[config.mk]
export PLATFORM = sky130hd
export DESIGN_NAME = fop_seq_detector
export DESIGN_NICKNAME = d
export VERILOG_FILES = /design/src/rtl/fop_seq_detector.sv
export SDC_FILE = /design/constraint.sdc
export NUM_CORES = 1
export LEC_CHECK = 0
export ABC_AREA = 1
export BUFFER_PORTS_ARGS = -buffer_cell sky130_fd_sc_hd__buf_2
export CORE_MARGIN = 2
export CORE_UTILIZATION = 45
export CTS_BUF_LIST = sky130_fd_sc_hd__clkbuf_8
export DETAILED_ROUTE_END_ITERATION = 10
export GPL_TIMING_DRIVEN = 0
export PLACE_DENSITY = 0.63
export SLEW_MARGIN = 0
export SYNTH_ARGS = -nofsm -noshare
export SYNTH_HDL_FRONTEND = slang
export SYNTH_SLANG_ARGS = --single-unit
[constraint.sdc]
create_clock -name clk -period 7 [get_ports clk]
set_clock_uncertainty 0.05 [all_clocks]
set_input_delay 0.35 -clock clk [delete_from_list [all_inputs] [get_ports clk]]
set_output_delay 0.35 -clock clk [all_outputs]
set_load 0.02 [all_outputs]
[src/rtl/fop_seq_detector.sv]
// Sequential Fibonacci-or-prime classifier: Fibonacci walk, then trial division.
// Optional FOP_CNT_EN adds a saturating 16-bit count of handshakes with out_fop=1.
module fop_seq_detector #(
  parameter int WIDTH = 8
) (
  input  logic             clk,
  input  logic             rst,
  input  logic             in_valid,
  output logic             in_ready,
  input  logic [WIDTH-1:0] in_data,
  output logic             out_valid,
  input  logic             out_ready,
  output logic             out_fib,
  output logic             out_prime,
  output logic             out_fop
`ifdef FOP_CNT_EN
  ,output logic [15:0]     hit_cnt
`endif
);

  typedef enum logic [1:0] {IDLE, FIB, PRIME, DONE} state_t;

  state_t             state_q, state_d;
  logic [WIDTH-1:0]   x_q, x_d, d_q, d_d, r_q, r_d;
  logic [WIDTH+1:0]   a_q, a_d, b_q, b_d;
  logic               fib_q, fib_d, prime_q, prime_d;
  logic               pent_q, pent_d, vld_q, vld_d;
  logic [WIDTH+1:0]   xw;
  logic [2*WIDTH-1:0] dp1, sq;

  assign xw  = {2'b00, x_q};
  assign dp1 = (2*WIDTH)'(d_q) + (2*WIDTH)'(1);
  assign sq  = dp1 * dp1;

  always_ff @(posedge clk or posedge rst) begin
    if (rst) begin
      state_q <= IDLE;
      x_q     <= '0;
      d_q     <= '0;
      r_q     <= '0;
      a_q     <= '0;
      b_q     <= '0;
      fib_q   <= 1'b0;
      prime_q <= 1'b0;
      pent_q  <= 1'b0;
      vld_q   <= 1'b0;
    end else begin
      state_q <= state_d;
      x_q     <= x_d;
      d_q     <= d_d;
      r_q     <= r_d;
      a_q     <= a_d;
      b_q     <= b_d;
      fib_q   <= fib_d;
      prime_q <= prime_d;
      pent_q  <= pent_d;
      vld_q   <= vld_d;
    end
  end

  always_comb begin
    state_d = state_q;
    x_d     = x_q;
    d_d     = d_q;
    r_d     = r_q;
    a_d     = a_q;
    b_d     = b_q;
    fib_d   = fib_q;
    prime_d = prime_q;
    pent_d  = pent_q;
    vld_d   = vld_q;
    unique case (state_q)
      IDLE: if (in_valid) begin
        x_d     = in_data;
        a_d     = '0;
        b_d     = (WIDTH+2)'(1);
        state_d = FIB;
      end
      FIB: begin
        if (a_q == xw) begin
          fib_d   = 1'b1;
          pent_d  = 1'b1;
          state_d = PRIME;
        end else if (a_q > xw) begin
          fib_d   = 1'b0;
          pent_d  = 1'b1;
          state_d = PRIME;
        end else begin
          a_d = b_q;
          b_d = a_q + b_q;
        end
      end
      PRIME: begin
        if (pent_q) begin
          pent_d = 1'b0;
          if (x_q < WIDTH'(2)) begin
            prime_d = 1'b0;
            state_d = DONE;
          end else if (x_q < WIDTH'(4)) begin
            prime_d = 1'b1;
            state_d = DONE;
          end else begin
            d_d = WIDTH'(2);
            r_d = x_q;
          end
        end else if (r_q >= d_q) begin
          r_d = r_q - d_q;
        end else if (r_q == '0) begin
          prime_d = 1'b0;
          state_d = DONE;
        end else if (sq > (2*WIDTH)'(x_q)) begin
          prime_d = 1'b1;
          state_d = DONE;
        end else begin
          d_d = d_q + WIDTH'(1);
          r_d = x_q;
        end
      end
      DONE: begin
        // out_valid comes up one cycle after entering DONE; the handshake only counts once it is up
        if (!vld_q) begin
          vld_d = 1'b1;
        end else if (out_ready) begin
          vld_d   = 1'b0;
          state_d = IDLE;
        end
      end
      default: state_d = IDLE;
    endcase
  end

  assign in_ready  = (state_q == IDLE) && !rst;
  assign out_valid = vld_q;
  assign out_fib   = vld_q & fib_q;
  assign out_prime = vld_q & prime_q;
  assign out_fop   = vld_q & (fib_q | prime_q);

`ifdef FOP_CNT_EN
  always_ff @(posedge clk or posedge rst) begin
    if (rst)
      hit_cnt <= '0;
    else if (vld_q && out_ready && (fib_q || prime_q) && hit_cnt != 16'hFFFF)
      hit_cnt <= hit_cnt + 16'd1;
  end
`endif

endmodule

==> metrics.md <==
| Metric | Value |
|---|---|
| Layout cell share with drive strength beyond 1 | `8.91%` |
| Internal Dissipation | `0.750 mW` |
| Maximum fanout encountered on the critical timing path | `10` |
| Drt first-iter violations | `265` |
| DRC errors left | `0` |
| Clock period minus worst slack | `6.41 ns` |
| Area of placed instances | `0.00575 mm2` |
| Pin count of the biggest net entering global routing | `27` |
| Launch point of the critical path | `d_q[0]` |
| Net Switching | `0.665 mW` |
| Final TNS setup | `0 ns` |
| Largest buffer count on any clock path | `2` |
| Area growth, synth to finish | `7.57%` |
| Post-CTS setup repair buffer count | `0` |
| Max-slew violation count | `0` |
| Static leakage power | `3.07 nW` |
| Number of different library cells in the post-synthesis netlist | `39` |
| Avg Cell Area, Syn | `7.64 um2` |
| Endpoint kind of the worst setup timing path | `flip-flop` |
| # clock sinks | `50` |
| Die Span X | `114 um` |
| Clock share of power | `15.8%` |
| Antenna violations before repair | `0` |
| Portion of total power attributed to sequential cells | `30.0%` |
| Outcome | `complete, no violations` |
| Final hold violation count | `0` |
| Reg-to-reg critical path endpoint | `d_q[6]` |
| Final setup violation count | `0` |
| Synthesis-stage register bit count | `50` |
| Worst-case headroom to the max-slew limit | `61.9%` |
| Wire length after detailed routing | `11600 um` |
| Top cells by area, synth | `sky130_fd_sc_hd__dfrtp_1, sky130_fd_sc_hd__ha_1, sky130_fd_sc_hd__fa_1, sky130_fd_sc_hd__inv_1, sky130_fd_sc_hd__nand2_1` |
| Register-to-Register Path Depth | `31` |
| Power density over cell area | `241 mW/mm2` |
| Post-synth top area cell | `sky130_fd_sc_hd__dfrtp_1` |
| Area share of the leading cell type in the synthesized netlist | `22.9%` |
| Startpoint Class | `flip-flop` |
| Worst Max-Slew Pin Slew | `0.565 ns` |
| Routed wirelength normalized by instance count | `13.1 um` |
| Starting density of the core | `45.8%` |
| Total global routing overflow | `0` |
| Period utilisation layout | `91.5%` |
| Clock buffer count from CTS | `5` |
| Number of vias per cell | `5.06` |
| Count of placed standard cells in the final layout, fillers left out | `888` |
| CTS clk-pin slew, worst paths | `0.10 ns` |
| Peak clock frequency supported by timing | `156 MHz` |
| Critical-path top delay cell | `sky130_fd_sc_hd__fa_1` |
| Dominant synthesized flop cell | `sky130_fd_sc_hd__dfrtp_1` |
| Post-Place Setup Slack | `0.603 ns` |
| Worst hold-check path type | `input pin to async pin` |
| Critical path class | `flip-flop to flip-flop` |
| Arrival time at the worst endpoint | `6.60 ns` |
| Beginning of the worst register-to-register path | `d_q[0]` |
| Data required time of the worst path | `7.20 ns` |
| Setup repair after global routing missed its margin | `false` |
| CTS resizes | `0` |
| Via count of the first global-routing pass | `4634` |
| H-tree lvl count | `2` |
| Total power of the final layout | `1.41 mW` |
| First-pass GRT wire length | `20800 um` |
| Total of hold buffers inserted after clock tree synthesis | `0` |
| Final antenna-violating net count | `0` |
| Largest stage delay on the critical path | `0.55 ns` |
| Total vias in the final route | `4495` |
| Internal reg-to-reg setup slack | `0.59 ns` |
| Final instance area | `0.00587 mm2` |
| Synth Warn # | `0` |
| IO Count | `17` |
| Vert. Die Dim | `114 um` |
| Total core area | `0.0119 mm2` |
| Diodes inserted | `0` |
| Clock tree from TritonCTS | `yes` |
| GR Util All Layers | `19.6%` |
| Number of flops mapped to enable cells by yosys | `0` |
| Fraction of power consumed by combinational cells | `54.3%` |
| Syn Inst Count | `714` |
| # port buffers | `16` |
| Hold slack | `0.0251 ns` |
| Sequential cell area fraction in the yosys report | `22.9%` |
| CP most frequent cell | `sky130_fd_sc_hd__inv_1` |
| Half-perimeter wire length after placement | `9740 um` |
| Final Core Density | `49.3%` |
| Final-stage net count | `855` |
| Count of placed standard cells including taps | `880` |
| Clk Latency, worst-skew pair | `0.32 ns` |
| Total number of placement rows | `40` |
| Net switching fraction of the power | `47.0%` |
| Root Buffer | `sky130_fd_sc_hd__clkbuf_8` |
| Number of detailed-routing iterations run before antenna repair | `5` |
| Largest vdd supply drop | `0.117 mV` |
| Number of max-cap violations | `0` |
| Global placer's final weighted congestion | `0.923` |
| Area of the die | `0.0130 mm2` |
| Post-synthesis async set-or-reset flop share | `100%` |
| Final worst-path setup slack | `0.594 ns` |
| Most used cells in the layout excluding fill and tap cells | `sky130_fd_sc_hd__inv_1, sky130_fd_sc_hd__nand2_1, sky130_fd_sc_hd__ha_1` |
| Post-synthesis instance area | `0.00546 mm2` |
==> cell families (layout without fill, tap and decap cells) <==
logic type	after synthesis	count (layout)	synth area share, %
AO/OA/AOI/OAI	117	117	12.5
XOR/XNOR	26	26	4.17
adder cells (fa/ha/maj)	103	103	28.6
buffers and inverters	156	181	11.2
flip-flops	50	50	22.9
multiplexers	1	1	0.206
other	2	4	0.138
AND/OR/NAND/NOR	259	259	20.4
==> worst max-delay path by stage <==
stage                     cells after the start     end  slack, ns
final                                        31  d_q[6]       0.59
after CTS                                    30  d_q[6]       0.58
after global routing                         31  d_q[6]       0.02
after detailed placement                     30  d_q[6]       0.60
after floorplan                              31  d_q[6]       1.36
after global placement                       31  d_q[6]       0.74
==> cell type report <==
cell class | instances | area [um2]
fillers | 1159 | 6040
multi-input cells | 510 | 3600
flip-flops and latches | 50 | 1250
inverters | 146 | 548
well taps | 147 | 184
repair buffers | 17 | 100
clock buffers | 6 | 82.6
plain buffers | 10 | 61.3
clock inverters | 2 | 38.8
==> flip-flops by register name (all words and copies together) (netlist names) <==
register,cells
a_q,10
b_q,10
d_q,8
fib_q,1
out_valid,1
pent_q,1
prime_q,1
r_q,8
state_q,2
x_q,8
==> power groups by stage <==
stage                     combinational, mW  clock, mW  sequential (mW)
after floorplan                       0.595          0            0.411
after global placement                0.750          0            0.429
after detailed placement              0.767          0            0.430
after CTS                             0.772      0.228            0.425
after global routing                  0.886      0.237            0.434
final                                 0.768      0.223            0.424
==> worst max-delay path, delay by kind of cell (launching register included) <==
family | cells | cell delay [ns]
fa+ha+maj | 6 | 2.72
xor+xnor | 2 | 0.50
flops | 1 | 0.44
buf+inv | 11 | 1.09
simple gates | 8 | 0.94
compound gates | 4 | 0.59
==> cells in the mapped netlist, drive strengths merged, types with 5 or more instances <==
master and n:
clkbuf 5, dfrtp 50, nand2 147, ha 67, inv 145, nand3 29, a21oi 43, o22ai 8
buf 5, xnor2 12, o21ai 58, nor2 67, xor2 14, nor3 5, fa 36, nand4 6
==> metal layers <==
layer / track usage (%) / up-vias / routed length [um]
li1: - / 2300 / -
met1: 27.3 / 2138 / 5630
met2: 32.8 / 46 / 5580
met3: 2.44 / 11 / 268
met4: 4.72 / 0 / 125
met5: 0 / - / 0
Note: power is estimated with default switching activity, not from simulation.
